`config.mk`:
```
export PLATFORM = sky130hd
export DESIGN_NAME = spi_host
export DESIGN_NICKNAME = d
export VERILOG_FILES = /design/src/rtl/spi_pkg.sv /design/src/rtl/spi_phase_timer.sv /design/src/rtl/spi_host.sv
export SDC_FILE = /design/constraint.sdc
export NUM_CORES = 1
export LEC_CHECK = 0
export ABC_AREA = 0
export CORE_MARGIN = 10
export CORE_UTILIZATION = 50
export DETAILED_ROUTE_END_ITERATION = 10
export PLACE_DENSITY = 0.8
export SLEW_MARGIN = 0
export SYNTH_ARGS = -nofsm -noshare
export SYNTH_HDL_FRONTEND = slang
export SYNTH_HIERARCHICAL = 1
export SYNTH_SLANG_ARGS = --single-unit
```
`constraint.sdc`:
```
create_clock -name clk -period 2.25 [get_ports clk]
set_clock_uncertainty 0.05 [all_clocks]
set_input_delay 0.225 -clock clk [delete_from_list [all_inputs] [get_ports clk]]
set_output_delay 0.225 -clock clk [all_outputs]
set_load 0.1 [all_outputs]
```
`src/rtl/spi_pkg.sv`:
```
// Shared definitions for the SPI command host and its client.
// Latency: n/a (types and constants only).
// Backpressure: n/a.
package spi_pkg;

   typedef enum logic [2:0] {
      IDLE,
      LOW,
      HIGH,
      HOLD,
      GAP
   } spi_host_state_t;

   localparam int SPI_CMD_WIDTH = 4;
   localparam bit SPI_MSB_FIRST = 1'b1;

endpackage

```
`src/rtl/spi_phase_timer.sv`:
```
// Phase timer: counts CLK_DIV cycles per SPI phase and flags the final cycle.
// Latency: phase_end_o is high in the CLK_DIV-th cycle after restart_i.
// Backpressure: none; restart_i reloads the counter unconditionally.
module spi_phase_timer #(
   parameter int CLK_DIV = 8
) (
   input  logic clk_i,
   input  logic rst_i,
   input  logic restart_i,
   output logic phase_end_o,
   output logic phase_pre_o
);

   localparam int CNT_W = $clog2(CLK_DIV + 1);
   localparam logic [CNT_W-1:0] LOAD = CNT_W'(CLK_DIV - 1);

   logic [CNT_W-1:0] cnt_q;

   // Down-count from CLK_DIV-1 to zero and park there until the next restart.
   always_ff @(posedge clk_i) begin
      if (!rst_i) begin
         cnt_q <= LOAD;
      end else if (restart_i) begin
         cnt_q <= LOAD;
      end else if (cnt_q != '0) begin
         cnt_q <= cnt_q - CNT_W'(1);
      end
   end

   // phase_pre_o lets the host register outputs that must appear in the last cycle.
   assign phase_end_o = (cnt_q == '0);
   assign phase_pre_o = (cnt_q == CNT_W'(1));

endmodule

```
`src/rtl/spi_host.sv`:
```
// SPI mode-0 host: serialises one command word per frame on spi_clk/mosi under cs.
// Latency: cs falls the cycle after accept; frame lasts (2*CMD_WIDTH+2)*CLK_DIV cycles.
// Backpressure: cmd_ready is high only in IDLE; no buffering of further commands.
module spi_host
   import spi_pkg::*;
#(
   parameter int CMD_WIDTH = SPI_CMD_WIDTH,
   parameter int CLK_DIV   = 8
) (
   input  logic                 clk,
   input  logic                 rst,
   input  logic [CMD_WIDTH-1:0] cmd_data,
   input  logic                 cmd_valid,
   output logic                 cmd_ready,
   output logic                 busy,
   output logic                 done,
   output logic                 spi_clk,
   output logic                 mosi,
   output logic                 cs
);

   localparam int BIT_W = $clog2(CMD_WIDTH + 1);

   spi_host_state_t      state_q;
   logic [CMD_WIDTH-1:0] sreg_q;
   logic [CMD_WIDTH-1:0] sreg_d;
   logic [BIT_W-1:0]     bit_cnt_q;
   logic                 cmd_ready_q;
   logic                 busy_q;
   logic                 done_q;
   logic                 spi_clk_q;
   logic                 mosi_q;
   logic                 cs_q;
   logic                 accept;
   logic                 restart;
   logic                 phase_end;
   logic                 phase_pre;

   assign accept = (state_q == IDLE) && cmd_valid && cmd_ready_q;

   // Every non-IDLE state leaves on phase_end, so the timer restarts on any state change.
   assign restart = (state_q == IDLE) ? accept : phase_end;

   // Next shift-register contents when advancing to the following bit.
   assign sreg_d = SPI_MSB_FIRST ? (sreg_q << 1) : (sreg_q >> 1);

   spi_phase_timer #(
      .CLK_DIV(CLK_DIV)
   ) u_timer (
      .clk_i      (clk),
      .rst_i      (rst),
      .restart_i  (restart),
      .phase_end_o(phase_end),
      .phase_pre_o(phase_pre)
   );

   // Frame FSM; all outputs are registered and change together with the state.
   always_ff @(posedge clk) begin
      if (!rst) begin
         state_q     <= IDLE;
         sreg_q      <= '0;
         bit_cnt_q   <= '0;
         cmd_ready_q <= 1'b0;
         busy_q      <= 1'b0;
         done_q      <= 1'b0;
         spi_clk_q   <= 1'b0;
         mosi_q      <= 1'b0;
         cs_q        <= 1'b1;
      end else begin
         done_q <= 1'b0;
         case (state_q)
            IDLE: begin
               cs_q      <= 1'b1;
               spi_clk_q <= 1'b0;
               if (accept) begin
                  state_q     <= LOW;
                  sreg_q      <= cmd_data;
                  bit_cnt_q   <= BIT_W'(CMD_WIDTH - 1);
                  cmd_ready_q <= 1'b0;
                  busy_q      <= 1'b1;
                  cs_q        <= 1'b0;
                  mosi_q      <= SPI_MSB_FIRST ? cmd_data[CMD_WIDTH-1] : cmd_data[0];
               end else begin
                  cmd_ready_q <= 1'b1;
               end
            end
            LOW: begin
               if (phase_end) begin
                  state_q   <= HIGH;
                  spi_clk_q <= 1'b1;
               end
            end
            HIGH: begin
               if (phase_end) begin
                  spi_clk_q <= 1'b0;
                  if (bit_cnt_q != '0) begin
                     // Data moves only with the falling spi_clk edge.
                     state_q   <= LOW;
                     sreg_q    <= sreg_d;
                     mosi_q    <= SPI_MSB_FIRST ? sreg_d[CMD_WIDTH-1] : sreg_d[0];
                     bit_cnt_q <= bit_cnt_q - BIT_W'(1);
                  end else begin
                     state_q <= HOLD;
                  end
               end
            end
            HOLD: begin
               if (phase_end) begin
                  state_q <= GAP;
                  cs_q    <= 1'b1;
                  // A one-cycle GAP is also its last cycle.
                  done_q  <= (CLK_DIV == 1);
               end
            end
            GAP: begin
               if (phase_end) begin
                  state_q     <= IDLE;
                  busy_q      <= 1'b0;
                  cmd_ready_q <= 1'b1;
               end else if (phase_pre) begin
                  done_q <= 1'b1;
               end
            end
            default: begin
               state_q     <= IDLE;
               busy_q      <= 1'b0;
               cmd_ready_q <= 1'b0;
               cs_q        <= 1'b1;
               spi_clk_q   <= 1'b0;
            end
         endcase
      end
   end

   assign cmd_ready = cmd_ready_q;
   assign busy      = busy_q;
   assign done      = done_q;
   assign spi_clk   = spi_clk_q;
   assign mosi      = mosi_q;
   assign cs        = cs_q;

endmodule

```
## After elaboration in Yosys (flattened, before gate mapping)

Cells that the tools add are included.

- Register bits after elaboration: 19
- Input port bits: 7
- Output and inout port bits: 6
- Word-level logic and storage cells: 75

- $add $sub $neg: 2
- Equality and inequality tests: 11
- Mux-type cells: 29
- Bitwise gates (word level): 5
- Reductions and logical operators: 18

Operators by type and width:

| kind | count |
|---|---|
| 3-bit two-way mux | 11 |
| 3-bit case mux with 5 select lines | 1 |
| 2-bit != test (second input constant) | 6 |
| 1-bit case mux with 3 select lines | 4 |
| 3-bit case mux with 2 select lines | 2 |
| 1-bit two-way mux | 9 |
| 3-bit OR reduction | 3 |
| 3-bit by 2-bit equality test with 1-bit output (second input constant) | 2 |
| 3-bit AND reduction | 2 |
| 1-bit inverter | 5 |
| 5-bit AND reduction | 1 |
| 4-bit by 1-bit equality test with 1-bit output (second input constant) | 1 |
| 4-bit zero test | 1 |
| 2-bit AND reduction | 2 |
| 4-bit AND reduction | 1 |
| 4-bit nonzero test | 1 |
| 2-bit OR reduction | 2 |
| 4-bit by 1-bit subtractor with 4-bit output (second input constant) | 1 |
| 3-bit by 1-bit equality test with 1-bit output (second input constant) | 1 |
| 3-bit equality test (second input constant) | 1 |
| 3-bit zero test | 1 |
| 3-bit nonzero test | 1 |
| 3-bit by 1-bit subtractor with 3-bit output (second input constant) | 1 |
| 1-bit logical AND | 2 |
| 3 further kinds | 3 |

## Longest topological paths before layout

- Depth after elaboration: 5
- Gate-level depth with buffers: 8
- Gate-level depth less buffers: 7

## Modules after synthesis

The synthesis kept the hierarchy.

Modules (own cells, without submodules):

| module | instances | cells an instance | area each (um^2) | sequential area each (um^2) |
|---|---|---|---|---|
| spi_host | 1 | 92 | 828.3 | 300.3 |
| spi_phase_timer | 1 | 23 | 240.2 | 80.1 |

## Least setup slack after synthesis

OpenSTA, ideal clock, no wires.

- Kind: flip-flop to flip-flop
- Start: reg u_timer.cnt_q[0]
- End: reg mosi_q, in the netlist mosi
- Library setup time: 0.103 ns
- Data arrival time: 1.743 ns
- Required time: 2.097 ns
- Path slack: 0.354 ns
- Cell stages (with the launch flop): 9
- Path buffers: 2
- Clock period less this slack: 1.896 ns
- Cell sequence: dfxtp_1 -> inv_1 -> ha_1 -> nor3b_2 -> buf_6 -> and2_1 -> buf_2 -> o21a_2 -> a2111oi_2

- Longest elaborated chain between the ends: 3

Ends and longest elaborated chain:

| what | RTL line | text |
|---|---|---|
| from (decl) | spi_phase_timer.sv:17 | `logic [CNT_W-1:0] cnt_q;` |
| from (signal assigned) | spi_phase_timer.sv:26 | `cnt_q <= cnt_q - CNT_W'(1);` |
| 4-bit zero test | spi_phase_timer.sv:31 | `assign phase_end_o = (cnt_q == '0);` |
| net phase_end | spi_host.sv:36 | `logic phase_end;` |
| 2-bit != test (no source line) | - |  |
| 4-bit AND reduction (no source line) | - |  |
| to (signal assigned) | spi_host.sv:82 | `mosi_q <= SPI_MSB_FIRST ? cmd_data[CMD_WIDTH-1] : cmd_data[0];` |
| to (signal assigned) | spi_host.sv:100 | `mosi_q <= SPI_MSB_FIRST ? sreg_d[CMD_WIDTH-1] : sreg_d[0];` |
| to (decl) | spi_host.sv:32 | `logic mosi_q;` |

The timed path passes the listed nets, and every way through them passes these cells.
A chain may end at the register's enable or synchronous reset.

## Worst setup path after layout

- Start: reg u_timer.cnt_q[1]
- End: reg u_timer.cnt_q[1]

- Longest elaborated chain between the ends: 3
- Elaborated cells on any way between the ends: 5
- Classes of those cells: 1 x add/sub; 1 x mux; 3 x reduce/logical

Ends and longest elaborated chain:

| what | RTL line | text |
|---|---|---|
| 4-bit zero test | spi_phase_timer.sv:31 |  |
| net phase_end | spi_host.sv:36 |  |
| 1-bit two-way mux | spi_host.sv:42 | `assign restart = (state_q == IDLE) ? accept : phase_end;` |
| net restart | spi_host.sv:35 | `logic restart;` |
| 2-bit OR reduction (no source line) | - |  |

The timed path passes the listed nets, and every way through them passes these cells.

==> results.py <==
metrics = {
    "floorplan": {
        "die_h_um": 66.23,
        "ios": 13,
        "die_area_mm2": 0.004386,
        "die_w_um": 66.23,
        "core-area_mm2": 0.002002,
        "row_count": 16,
        "start_util": 0.5338,
    },
    "critical_path": {
        "cp.arrival_ns": 2.17,
        "worst_r2r_endpoint": "u_timer/cnt_q[1]",
        "path_cells": "inv_1, ha_1, nor3b_4, inv_1, o21ai_1, and3b_1, mux2i_1",
        "cpMaxStageDelayCell": "nor3b_4",
        "rrSetupSlack_ns": 0.26,
        "critPathBufInv": 2,
        "worst-path-max-fanout": 8,
        "max_stage_delay_ns": 0.38,
        "worst_setup_path_end_kind": "flop",
        "worst_setup_path_start_kind": "flop",
        "critPathMostFrequentCell": "inv_1",
        "required_ns": 2.43,
        "r2r_cells": 7,
        "path_delay_family": "simple AND/OR/NAND/NOR gates",
        "regToRegStartpoint": "u_timer/cnt_q[1]",
        "worstSetupPathType": "reg2reg",
    },
    "power_and_ir_drop": {
        "power_uw": 695.3,
        "p_per_area_mw_per_mm2": 564.8,
        "cellInternalPower_uw": 481.1,
        "p_comb_frac": 0.221,
        "p_leak_nw": 0.4913,
        "switching_share": 0.3080,
        "p_switching_uw": 214.2,
        "seq_power_share": 0.532,
        "irDropWorstVdd_v": 0.0004302,
        "clkPwrFrac": 0.246,
    },
    "finish": {
        "regArea_um2": 380.4,
        "fill_cells": 185,
        "nets": 141,
        "multi_input_area_um2": 621.8,
        "antenna_cells": 0,
        "drive_above_1_share": 0.1705,
        "area.growth.synth_to_final_pct": 15.22,
    },
    "timing": {
        "period_share": 0.8850,
        "max_freq_mhz": 502.2,
        "setup_viol": 0,
        "report.final.slew_viol_count": 0,
        "slew-limit-headroom": 0.7159,
        "rsz0062_at_grt": "false",
        "finalSetupTns_ns": 0,
        "worstMarginPinSlew_ns": 0.4233,
        "period_needed_ns": 1.991,
        "hold_viol_final": 0,
    },
    "placement": {
        "port_buffers": 12,
        "dp_hpwl_mm": 1.655,
        "place.gp.congestion": 0.7595,
    },
    "route": {
        "drt_iter0_drc": 58,
        "num_vias": 883,
        "routed_wl_mm": 2.169,
        "ant_nets": 0,
        "drc": 0,
        "drt_first_pass_iters": 4,
        "vias_per_cell": 5.660,
        "avgRoutedWirePerCell_um": 13.90,
    },
    "hold_path": {
        "hold_depth": 2,
        "hold_start": "bit_cnt_q[2]",
        "hold_path_end": "bit_cnt_q[2]",
        "hp-class": "reg2reg",
    },
    "cts": {
        "path_clk_slew_ns": 0.11,
        "cts_buffers": 3,
        "postCtsSetupBuffers": 0,
        "clock_path_buffers": 2,
        "postCtsHoldBufs": 0,
        "cts_root_buf": "clkbuf_4",
        "htreeDepth": 1,
        "insertion_delay_ns": 0.29,
        "cts.sink_count": 19,
        "cts_tree": "yes",
        "cts_resized": 1,
    },
    "global_route": {
        "grt_pass1_vias": 892,
        "grt_use_total": 0.1081,
        "grt-ovfl-total": 0,
        "grt_start_max_net_pins": 17,
        "grt_first_pass_wirelength_mm": 3.857,
        "antenna_found_initial": 0,
    },
    "synth": {
        "synth_edf_count": 0,
        "async_flop_share": 0,
        "netlist_instances": 115,
        "synth_area_per_cell_um2": 9.292,
        "synthFlopType": "dfxtp_1",
        "ys_top_cells_by_area": "dfxtp_1 (36%), mux2i_1 (7.5%), ha_1 (4.7%)",
        "synth_cell_types": 36,
        "ys_seq_area_frac": 0.3560,
        "synth_top_cell_area_share": 0.3560,
        "synth_area_mm2": 0.001069,
        "synth_top_area_cell": "dfxtp_1",
        "synth_seq_cells": 19,
        "ys.warnings.count": 6,
        "syn-num-nets": 126,
    },
    "job": {
        "drv_cap": 0,
    },
    "status": {
        "outcome": "complete, no violations",
    },
}
-- final cells by class --
cell class	count	share of cell area
flip-flops and latches	19	0.3089
inverters	7	0.02134
multi-input cells	82	0.5051
repair buffers	17	0.1159
well taps	27	0.02744
clock buffers	4	0.02134
-- sequential cells by signal, summed over array words and instances, names as in the netlist --
| signal | flops |
|---|---|
| cmd_ready | 1 |
| mosi | 1 |
| busy | 1 |
| cs | 1 |
| bit_cnt_q | 3 |
| done | 1 |
| spi_clk | 1 |
| state_q | 3 |
| sreg_q | 3 |
| u_timer/cnt_q | 4 |
-- layer usage --
layer	global-route usage	wire, um
met1	0.1311	1026
met2	0.1675	1009
met3	0.03051	118
met4	0.05759	16
met5	0	0
-- synth_stat cells, types with 2 or more instances --
| cell type | number |
|---|---|
| nand3b_1 | 6 |
| nor2_1 | 6 |
| nand3_1 | 3 |
| a21o_1 | 3 |
| buf_6 | 2 |
| o21ai_0 | 3 |
| and3b_1 | 2 |
| nor3_1 | 7 |
| inv_1 | 7 |
| nand2b_1 | 3 |
| a2111oi_0 | 2 |
| o211a_1 | 2 |
| a21oi_1 | 5 |
| nor2b_1 | 3 |
| buf_2 | 3 |
| mux2i_1 | 8 |
| nand4_1 | 2 |
| dfxtp_1 | 19 |
| nor3b_1 | 3 |
| nand2_1 | 5 |
| ha_1 | 4 |
| a2111oi_2 | 3 |
-- cells in the final DEF (no fill, tap or decap), types with 2 or more instances in the layout --
cell type	Yosys	routed
a21oi_1	5	5
nand4_1	2	2
nor2_1	6	6
o21ai_0	3	2
inv_1	7	7
nand2b_1	3	3
clkbuf_4	0	3
nor2b_1	3	3
nor3b_1	3	3
nand2_1	5	5
o21ai_1	1	2
and3b_1	2	2
dfxtp_1	19	19
buf_4	0	11
a21o_1	3	3
mux2i_1	8	8
clkdlybuf4s50_1	0	6
nor3b_4	1	2
nand3b_1	6	6
nand3_1	3	3
ha_1	4	4
o211a_1	2	2
a2111oi_2	3	3
nor3_1	7	7
a2111oi_0	2	2
-- worst max-delay path by stage --
stage	cells past startpoint	endpoint	start
after floorplan	8	mosi	u_timer/cnt_q[0]
after global placement	7	u_timer/cnt_q[0]	u_timer/cnt_q[0]
after detailed placement	7	u_timer/cnt_q[1]	u_timer/cnt_q[0]
after CTS	7	u_timer/cnt_q[1]	u_timer/cnt_q[1]
after global routing	7	u_timer/cnt_q[1]	u_timer/cnt_q[0]
final	7	u_timer/cnt_q[1]	u_timer/cnt_q[1]
-- per-stage QoR --
stage	worst slack [ns]	hold slack, ns	cell area [um2]	instances	util
finish	0.2587	0.4188	1231	156	0.6150
global route	0.04441	0.4541	1231	156	0.6150
CTS	0.1618	0.4232	1225	156	0.6119
detailed placement	0.006665	0.4072	1199	152	0.5988
global placement	0.2460	0.3954	1199	152	0.5988
floorplan	0.3536	0.2627	1069	115	-
-- cell families (layout without fill, tap and decap cells) --
group,after synthesis,in the layout,share of synthesized area
AND/OR/NAND/NOR,47,47,0.2799
AO/OA/AOI/OAI,23,23,0.1745
flip-flops,19,19,0.3560
buffers and inverters,14,28,0.06791
multiplexers,8,8,0.07494
adder cells (fa/ha/maj),4,4,0.04684
-- power groups by stage --
stage	Clock, mW	Sequential, mW	Combinational (mW)
6_report	0.171	0.370	0.154
5_1_grt	0.194	0.373	0.168
4_1_cts	0.180	0.370	0.154
3_5_place_dp	0	0.378	0.153
3_3_place_gp	0	0.376	0.149
2_1_floorplan	0	0.415	0.0776
-- tightest hold or removal path: cells and delay by family (launching register included) --
kind	cells	cell delay, ns
mux	1	0.05
flops	1	0.33
simple gates	1	0.05
Note: power is estimated with default switching activity, not from simulation.
